### config.mk
export PLATFORM = sky130hd
export DESIGN_NAME = iter_shifter_flat
export DESIGN_NICKNAME = d
export VERILOG_FILES = /design/src/rtl/iter_shifter_if.sv /design/src/rtl/iter_shifter.sv /design/src/flat_wrapper.sv
export SDC_FILE = /design/constraint.sdc
export NUM_CORES = 1
export LEC_CHECK = 0
export ABC_AREA = 1
export ABC_CLOCK_PERIOD_IN_PS = 2200
export BUFFER_PORTS_ARGS = -buffer_cell sky130_fd_sc_hd__buf_4
export CAP_MARGIN = 20
export CORE_MARGIN = 2
export CORE_UTILIZATION = 58
export CTS_BUF_LIST = sky130_fd_sc_hd__clkbuf_8
export DETAILED_ROUTE_END_ITERATION = 8
export GPL_TIMING_DRIVEN = 0
export HOLD_SLACK_MARGIN = 0.15
export PLACE_DENSITY = 0.84
export SYNTH_ARGS = -nofsm -noshare
export SYNTH_HDL_FRONTEND = slang
export SYNTH_SLANG_ARGS = --single-unit
### constraint.sdc
create_clock -name clk -period 2.2 [get_ports clk]
set_clock_uncertainty 0.2 [all_clocks]
set_input_delay 0.11 -clock clk [delete_from_list [all_inputs] [get_ports clk]]
set_output_delay 0.11 -clock clk [all_outputs]
set_load 0.01 [all_outputs]
### src/rtl/iter_shifter_if.sv
// iter_shifter_if: request/response bundle for the iterative shifter.
//   Request : in_valid, in_ready, in_data, in_mode, in_amt
//   Response: out_valid, out_ready, out_data, out_carry, out_zero, out_err
//   Status  : busy
// slave modport is the shifter side; master modport is the requester/consumer side.
interface iter_shifter_if #(
    parameter int unsigned WIDTH = 16,
    parameter int unsigned AMT_W = 5
);
    logic             in_valid;
    logic             in_ready;
    logic [WIDTH-1:0] in_data;
    logic [2:0]       in_mode;
    logic [AMT_W-1:0] in_amt;
    logic             out_valid;
    logic             out_ready;
    logic [WIDTH-1:0] out_data;
    logic             out_carry;
    logic             out_zero;
    logic             out_err;
    logic             busy;

    modport slave (
        input  in_valid, in_data, in_mode, in_amt, out_ready,
        output in_ready, out_valid, out_data, out_carry, out_zero, out_err, busy
    );

    modport master (
        output in_valid, in_data, in_mode, in_amt, out_ready,
        input  in_ready, out_valid, out_data, out_carry, out_zero, out_err, busy
    );
endinterface

### src/rtl/iter_shifter.sv
// iter_shifter: multi-cycle shift/rotate unit, one bit position per clock.
//   clk     : rising-edge clock
//   reset_n : asynchronous active-low reset
//   bus     : iter_shifter_if.slave (request handshake, result handshake, busy)
// Modes: 000 PASS, 001 LSL, 010 LSR, 011 ASR, 100 ROR, 101 ROL, 11x reserved.
module iter_shifter #(
    parameter int unsigned WIDTH = 16,
    parameter int unsigned AMT_W = 5
) (
    input  logic          clk,
    input  logic          reset_n,
    iter_shifter_if.slave bus
);
    localparam int unsigned SH_W = $clog2(WIDTH);

    typedef enum logic [1:0] {IDLE, SHIFT, DONE} state_t;
    typedef enum logic [2:0] {
        M_PASS = 3'b000, M_LSL = 3'b001, M_LSR = 3'b010,
        M_ASR  = 3'b011, M_ROR = 3'b100, M_ROL = 3'b101
    } mode_t;

    state_t           state;
    mode_t            mode_q;
    logic [WIDTH-1:0] work;
    logic [AMT_W-1:0] cnt;
    logic             carry_q;
    logic             err_q;

    logic [WIDTH-1:0] od_q;
    logic             ov_q, oc_q, oz_q, oe_q;

    // accept-time decode
    mode_t            ld_mode;
    logic [AMT_W-1:0] ld_n;
    logic             ld_carry;
    logic             ld_err;
    logic [AMT_W-1:0] sat_amt;
    logic [SH_W-1:0]  amt_mod;

    // single-bit step
    logic [WIDTH-1:0] step_data;
    logic             step_c;

    assign bus.in_ready  = (state == IDLE);
    assign bus.busy      = (state == SHIFT);
    assign bus.out_valid = ov_q;
    assign bus.out_data  = od_q;
    assign bus.out_carry = oc_q;
    assign bus.out_zero  = oz_q;
    assign bus.out_err   = oe_q;

    always_comb begin
        amt_mod  = bus.in_amt[SH_W-1:0];
        // WIDTH+1 steps are enough to saturate any linear shift
        sat_amt  = (bus.in_amt > AMT_W'(WIDTH + 1)) ? AMT_W'(WIDTH + 1) : bus.in_amt;
        ld_mode  = M_PASS;
        ld_n     = '0;
        ld_carry = 1'b0;
        ld_err   = 1'b0;
        case (bus.in_mode)
            M_PASS: ld_mode = M_PASS;
            M_LSL: begin ld_mode = M_LSL; ld_n = sat_amt; end
            M_LSR: begin ld_mode = M_LSR; ld_n = sat_amt; end
            M_ASR: begin ld_mode = M_ASR; ld_n = sat_amt; end
            M_ROR: begin
                ld_mode = M_ROR;
                ld_n    = {{(AMT_W - SH_W){1'b0}}, amt_mod};
                // whole-turn rotate: no steps, carry is the last bit that
                // would have come around
                if (amt_mod == '0 && bus.in_amt != '0)
                    ld_carry = bus.in_data[WIDTH-1];
            end
            M_ROL: begin
                ld_mode = M_ROL;
                ld_n    = {{(AMT_W - SH_W){1'b0}}, amt_mod};
                if (amt_mod == '0 && bus.in_amt != '0)
                    ld_carry = bus.in_data[0];
            end
            default: ld_err = 1'b1;
        endcase
    end

    always_comb begin
        step_data = work;
        step_c    = carry_q;
        case (mode_q)
            M_LSL: begin step_data = {work[WIDTH-2:0], 1'b0};         step_c = work[WIDTH-1]; end
            M_LSR: begin step_data = {1'b0, work[WIDTH-1:1]};         step_c = work[0];       end
            M_ASR: begin step_data = {work[WIDTH-1], work[WIDTH-1:1]}; step_c = work[0];      end
            M_ROR: begin step_data = {work[0], work[WIDTH-1:1]};      step_c = work[0];       end
            M_ROL: begin step_data = {work[WIDTH-2:0], work[WIDTH-1]}; step_c = work[WIDTH-1]; end
            default: ;
        endcase
    end

    always_ff @(posedge clk or negedge reset_n) begin
        if (!reset_n) begin
            state   <= IDLE;
            mode_q  <= M_PASS;
            work    <= '0;
            cnt     <= '0;
            carry_q <= 1'b0;
            err_q   <= 1'b0;
            od_q    <= '0;
            ov_q    <= 1'b0;
            oc_q    <= 1'b0;
            oz_q    <= 1'b0;
            oe_q    <= 1'b0;
        end else begin
            case (state)
                IDLE: begin
                    if (bus.in_valid) begin
                        work    <= bus.in_data;
                        mode_q  <= ld_mode;
                        cnt     <= ld_n;
                        carry_q <= ld_carry;
                        err_q   <= ld_err;
                        state   <= (ld_n != '0) ? SHIFT : DONE;
                    end
                end
                SHIFT: begin
                    work    <= step_data;
                    carry_q <= step_c;
                    cnt     <= cnt - AMT_W'(1);
                    if (cnt == AMT_W'(1))
                        state <= DONE;
                end
                DONE: begin
                    // first DONE cycle registers the result and flags;
                    // they are held until consumed, then cleared
                    if (!ov_q) begin
                        od_q <= work;
                        oc_q <= carry_q;
                        oz_q <= (work == '0);
                        oe_q <= err_q;
                        ov_q <= 1'b1;
                    end else if (bus.out_ready) begin
                        od_q  <= '0;
                        oc_q  <= 1'b0;
                        oz_q  <= 1'b0;
                        oe_q  <= 1'b0;
                        ov_q  <= 1'b0;
                        state <= IDLE;
                    end
                end
                default: state <= IDLE;
            endcase
        end
    end
endmodule

### src/flat_wrapper.sv
// flat-port wrapper written by rule: the top's interface ports become plain ports
module iter_shifter_flat 
#(
    parameter int unsigned WIDTH = 16,
    parameter int unsigned AMT_W = 5
)
  (clk, reset_n, bus_in_valid, bus_in_data, bus_in_mode, bus_in_amt, bus_out_ready, bus_in_ready, bus_out_valid, bus_out_data, bus_out_carry, bus_out_zero, bus_out_err, bus_busy);
  iter_shifter_if #(.WIDTH(WIDTH), .AMT_W(AMT_W)) bus_i ();
  input  logic clk;
  input  logic reset_n;
  input wire logic [$bits(bus_i.in_valid)-1:0] bus_in_valid;
  input wire logic [$bits(bus_i.in_data)-1:0] bus_in_data;
  input wire logic [$bits(bus_i.in_mode)-1:0] bus_in_mode;
  input wire logic [$bits(bus_i.in_amt)-1:0] bus_in_amt;
  input wire logic [$bits(bus_i.out_ready)-1:0] bus_out_ready;
  output wire logic [$bits(bus_i.in_ready)-1:0] bus_in_ready;
  output wire logic [$bits(bus_i.out_valid)-1:0] bus_out_valid;
  output wire logic [$bits(bus_i.out_data)-1:0] bus_out_data;
  output wire logic [$bits(bus_i.out_carry)-1:0] bus_out_carry;
  output wire logic [$bits(bus_i.out_zero)-1:0] bus_out_zero;
  output wire logic [$bits(bus_i.out_err)-1:0] bus_out_err;
  output wire logic [$bits(bus_i.busy)-1:0] bus_busy;
  assign bus_i.in_valid = bus_in_valid;
  assign bus_i.in_data = bus_in_data;
  assign bus_i.in_mode = bus_in_mode;
  assign bus_i.in_amt = bus_in_amt;
  assign bus_i.out_ready = bus_out_ready;
  assign bus_in_ready = bus_i.in_ready;
  assign bus_out_valid = bus_i.out_valid;
  assign bus_out_data = bus_i.out_data;
  assign bus_out_carry = bus_i.out_carry;
  assign bus_out_zero = bus_i.out_zero;
  assign bus_out_err = bus_i.out_err;
  assign bus_busy = bus_i.busy;
  iter_shifter #(.WIDTH(WIDTH), .AMT_W(AMT_W)) u_core (.clk(clk), .reset_n(reset_n), .bus(bus_i));
endmodule
==> results.tsv <==
stage	metric	value	unit
logic_synthesis	avgSynthCellArea	8.605	um^2
global_routing	grt_pass1_wl	12.53	mm
floorplanning	die_area	5283	um^2
setup_path	path_max_fanout	14	
global_routing	antenna_found_initial	0	
drt	via_per_inst	5.869	
setup_path	arrival	2120	ps
floorplanning	die_w	72.69	um
finish	antenna_cells	0	
sta	hold_viol_final	0	
setup_path	worst_setup_path_end_kind	flip-flop	
floorplanning	core	4444	um^2
logic_synthesis	synthAdderAreaFrac	0.009145	
sta	rsz0062_at_grt	no	
global_routing	globalRouteOverflowTotal	0	
floorplanning	fp.dieH	72.69	um
logic_synthesis	yosysSeqAreaShare	0.4390	
logic_synthesis	yosys_warnings	0	
logic_synthesis	synth-simple-area-share	0.2615	
clocking	clock_path_buffers	2	
clocking	cts_setup_buffers	0	
drt	ant_nets	0	
drt	wl_per_cell	16.60	um
clocking	cts_tree	done	
setup_path	cp-start-kind	flip-flop	
global_routing	grt_pass1_vias	2696	
clocking	clock_latency	310	ps
clocking	root_buffer	clkbuf_8	
worst_hold_path	worstHoldPathType	in -> async	
placed_design	io_buffer_count	49	
finish	fill_cells	284	
floorplanning	ios	50	
run_status	status	completed	
global_routing	gr-usage-all-layers	0.3103	
setup_path	r2r_slack	120	ps
logic_synthesis	syn-cell-area	2736	um^2
drt	dr.first_iter.drc_count	259	
logic_synthesis	synth.distinct_cells	34	
pwr	p_leak	1.752	nW
sta	final.min_clock_period	2082	ps
finish	finish.utilization	0.8148	
clocking	cts.sinks	48	
sta	max_freq	0.4803	GHz
sta	setup_viol	0	
drt	routed_wl	7.621	mm
sta	max_slew.worst_pin.slew	609.9	ps
floorplanning	start_util	0.6157	
finish	final_nets	436	
setup_path	r2r_cells	7	
drt	drc	0	
clocking	clk_pin_slew	90	ps
logic_synthesis	syn_nets	348	
sta	tns	0	ps
clocking	numCtsBuffers	5	
setup_path	r2r_end	u_core.cnt[3]$_DFFE_PN0P_	
placed_design	gp_congestion	0.8724	
placed_design	hpwlAfterDp	4.874	mm
logic_synthesis	synth_xor_xnor_area_share	0.003201	
drt	dr.pass1.iters	5	
finish	syn_to_final_growth	32.33	%
logic_synthesis	synth_compound_area_frac	0.1957	
sta	min_period_over_period	0.9465	
logic_synthesis	synth_mux_area_frac	0	
pwr	max-vdd-ir-drop	0.8111	mV
setup_path	crit_type	reg -> reg	
setup_path	cp.required	2230	ps
setup_path	worstReg2RegStart	u_core.state[1]$_DFFE_PN0P_	
logic_synthesis	synth_top_family_by_area	simple AND/OR/NAND/NOR gates	
clocking	htree_levels	2	
run	timing.max_cap.violations	0	
floorplanning	fp-row-count	24	
sta	relSlewSlack	0.5934	
logic_synthesis	synth-seq-cells	48	
sta	finalMaxSlewViolations	0	
pwr	pwr_density_cell	1476	nW/um^2
logic_synthesis	postSynthCellCount	318	
finish	drive_gt1_frac	0.2678	
global_routing	grt_max_degree	49	
drt	vias	2694	
[registers in the layout, summed over array words and instances (netlist names)]
| name | flops |
|---|---|
| u_core.bus.out_carry | 1 |
| u_core.bus.out_data | 16 |
| u_core.bus.out_err | 1 |
| u_core.bus.out_valid | 1 |
| u_core.bus.out_zero | 1 |
| u_core.carry_q | 1 |
| u_core.cnt | 5 |
| u_core.err_q | 1 |
| u_core.mode_q | 3 |
| u_core.state | 2 |
| u_core.work | 16 |
[area by class of cell]
class,instances,area [um^2],share of cell area
multi-input combinational,223,1285,0.3549
sequential,48,1201,0.3317
timing repair buffer,82,698.2,0.1928
inverter,35,136.4,0.03766
buffer,11,108.9,0.03006
clock buffer,7,96.34,0.02661
tap,52,65.06,0.01797
clock inverter,1,30.03,0.008293
[through the flow]
stage | hold slack, ps | setup slack [ps] | cells | cell area, um^2 | power, mW
after CTS | 167.4 | 48.40 | 460 | 3626 | 5.275
after global routing | 212.3 | 30.96 | 459 | 3621 | 5.674
after global placement | -37.38 | 477.9 | 419 | 3169 | 4.359
after detailed placement | -39.28 | 419.2 | 419 | 3169 | 4.461
final | 144.4 | 117.8 | 459 | 3621 | 5.345
after floorplan | -385.6 | 604.9 | 318 | 2736 | 3.667
[metal layers]
metal	vias up	global-route usage	share of wire
li1	1253	-	-
met1	1272	0.3921	0.40
met2	145	0.5192	0.51
met3	24	0.05249	0.065
met4	0	0.1440	0.029
met5	-	0	0
[Yosys cell counts]
| cell | n | area share |
|---|---|---|
| nand2_1 | 77 | 0.11 |
| dfrtp_1 | 48 | 0.44 |
| nand3_1 | 43 | 0.079 |
| inv_1 | 32 | 0.044 |
| o21ai_0 | 30 | 0.055 |
| o211ai_2 | 15 | 0.069 |
| o21ai_2 | 15 | 0.048 |
| nor2_1 | 10 | 0.014 |
| a21oi_1 | 6 | 0.011 |
| nand2_4 | 4 | 0.016 |
| nand4_1 | 4 | 0.0091 |
| buf_2 | 3 | 0.0055 |
| buf_12 | 2 | 0.015 |
| buf_4 | 2 | 0.0055 |
| buf_6 | 2 | 0.0082 |
| clkbuf_1 | 2 | 0.0027 |
| ha_1 | 2 | 0.0091 |
| inv_4 | 2 | 0.0046 |
| nor2_8 | 2 | 0.015 |
| nor3_1 | 2 | 0.0037 |
| nor4_1 | 2 | 0.0046 |
| a22oi_1 | 1 | 0.0027 |
| a31oi_1 | 1 | 0.0023 |
| clkbuf_8 | 1 | 0.0050 |
| inv_2 | 1 | 0.0014 |
| nand2_2 | 1 | 0.0023 |
| nand3_2 | 1 | 0.0037 |
| nand3b_1 | 1 | 0.0027 |
| nor2_2 | 1 | 0.0023 |
| nor2_4 | 1 | 0.0041 |
| o211ai_1 | 1 | 0.0027 |
| o221ai_1 | 1 | 0.0032 |
| o22ai_1 | 1 | 0.0023 |
| xor2_1 | 1 | 0.0032 |
[worst max-delay path, stage by stage (launching register included)]
cell and delay (ps):
dfrtp_1 420, inv_1 140, nand2_4 110, inv_4 180, buf_6 180, a31oi_1 50, dlygate4sd3_1 550, o21ai_0 160
[cell usage in the layout, fill, tap and decap left out, drive strengths merged]
master / synthesis / routed
a21oi: 6 / 6
a22oi: 1 / 1
a31oi: 1 / 1
buf: 9 / 57
bufinv: 0 / 1
clkbuf: 3 / 10
dfrtp: 48 / 48
dlygate4sd3: 0 / 33
ha: 2 / 2
inv: 35 / 35
nand2: 82 / 82
nand3: 44 / 44
nand3b: 1 / 1
nand4: 4 / 4
nor2: 14 / 14
nor3: 2 / 2
nor4: 2 / 2
o211ai: 16 / 16
o21ai: 45 / 45
o221ai: 1 / 1
o22ai: 1 / 1
xor2: 1 / 1
[cells by family after synthesis]
logic type,count (synthesis)
simple gates,149
compound gates,71
flops,48
xor+xnor,1
fa+ha+maj,2
buf+inv,47
[how the worst max path moves through the flow]
stage | from | end | slack [ps]
after floorplan | u_core.state[0]$_DFFE_PN0P_ | u_core.work[10]$_DFFE_PN0P_ | 600
after global placement | u_core.state[0]$_DFFE_PN0P_ | u_core.bus.out_data[12]$_DFFE_PN0P_ | 480
after detailed placement | u_core.state[0]$_DFFE_PN0P_ | u_core.bus.out_data[8]$_DFFE_PN0P_ | 420
after CTS | u_core.state[0]$_DFFE_PN0P_ | u_core.carry_q$_DFFE_PN0P_ | 50
after global routing | u_core.state[1]$_DFFE_PN0P_ | u_core.cnt[3]$_DFFE_PN0P_ | 30
final | u_core.state[1]$_DFFE_PN0P_ | u_core.cnt[3]$_DFFE_PN0P_ | 120
[where the power goes]
group | internal [mW] | total (mW) | leakage, nW | switching (mW)
logic | 1.22 | 3.01 | 1.08 | 1.78
clock network | 0.401 | 0.720 | 0.0645 | 0.319
registers | 1.27 | 1.62 | 0.607 | 0.344
total | 2.90 | 5.35 | 1.75 | 2.45
[what timing repair did]
action,4_1_cts,5_1_grt
endpoints found under the hold margin,86,0
endpoints found under the setup margin,0,2
resized for setup,0,1
hold buffers,33,0
No activity file was read; power rests on OpenSTA's default activity.
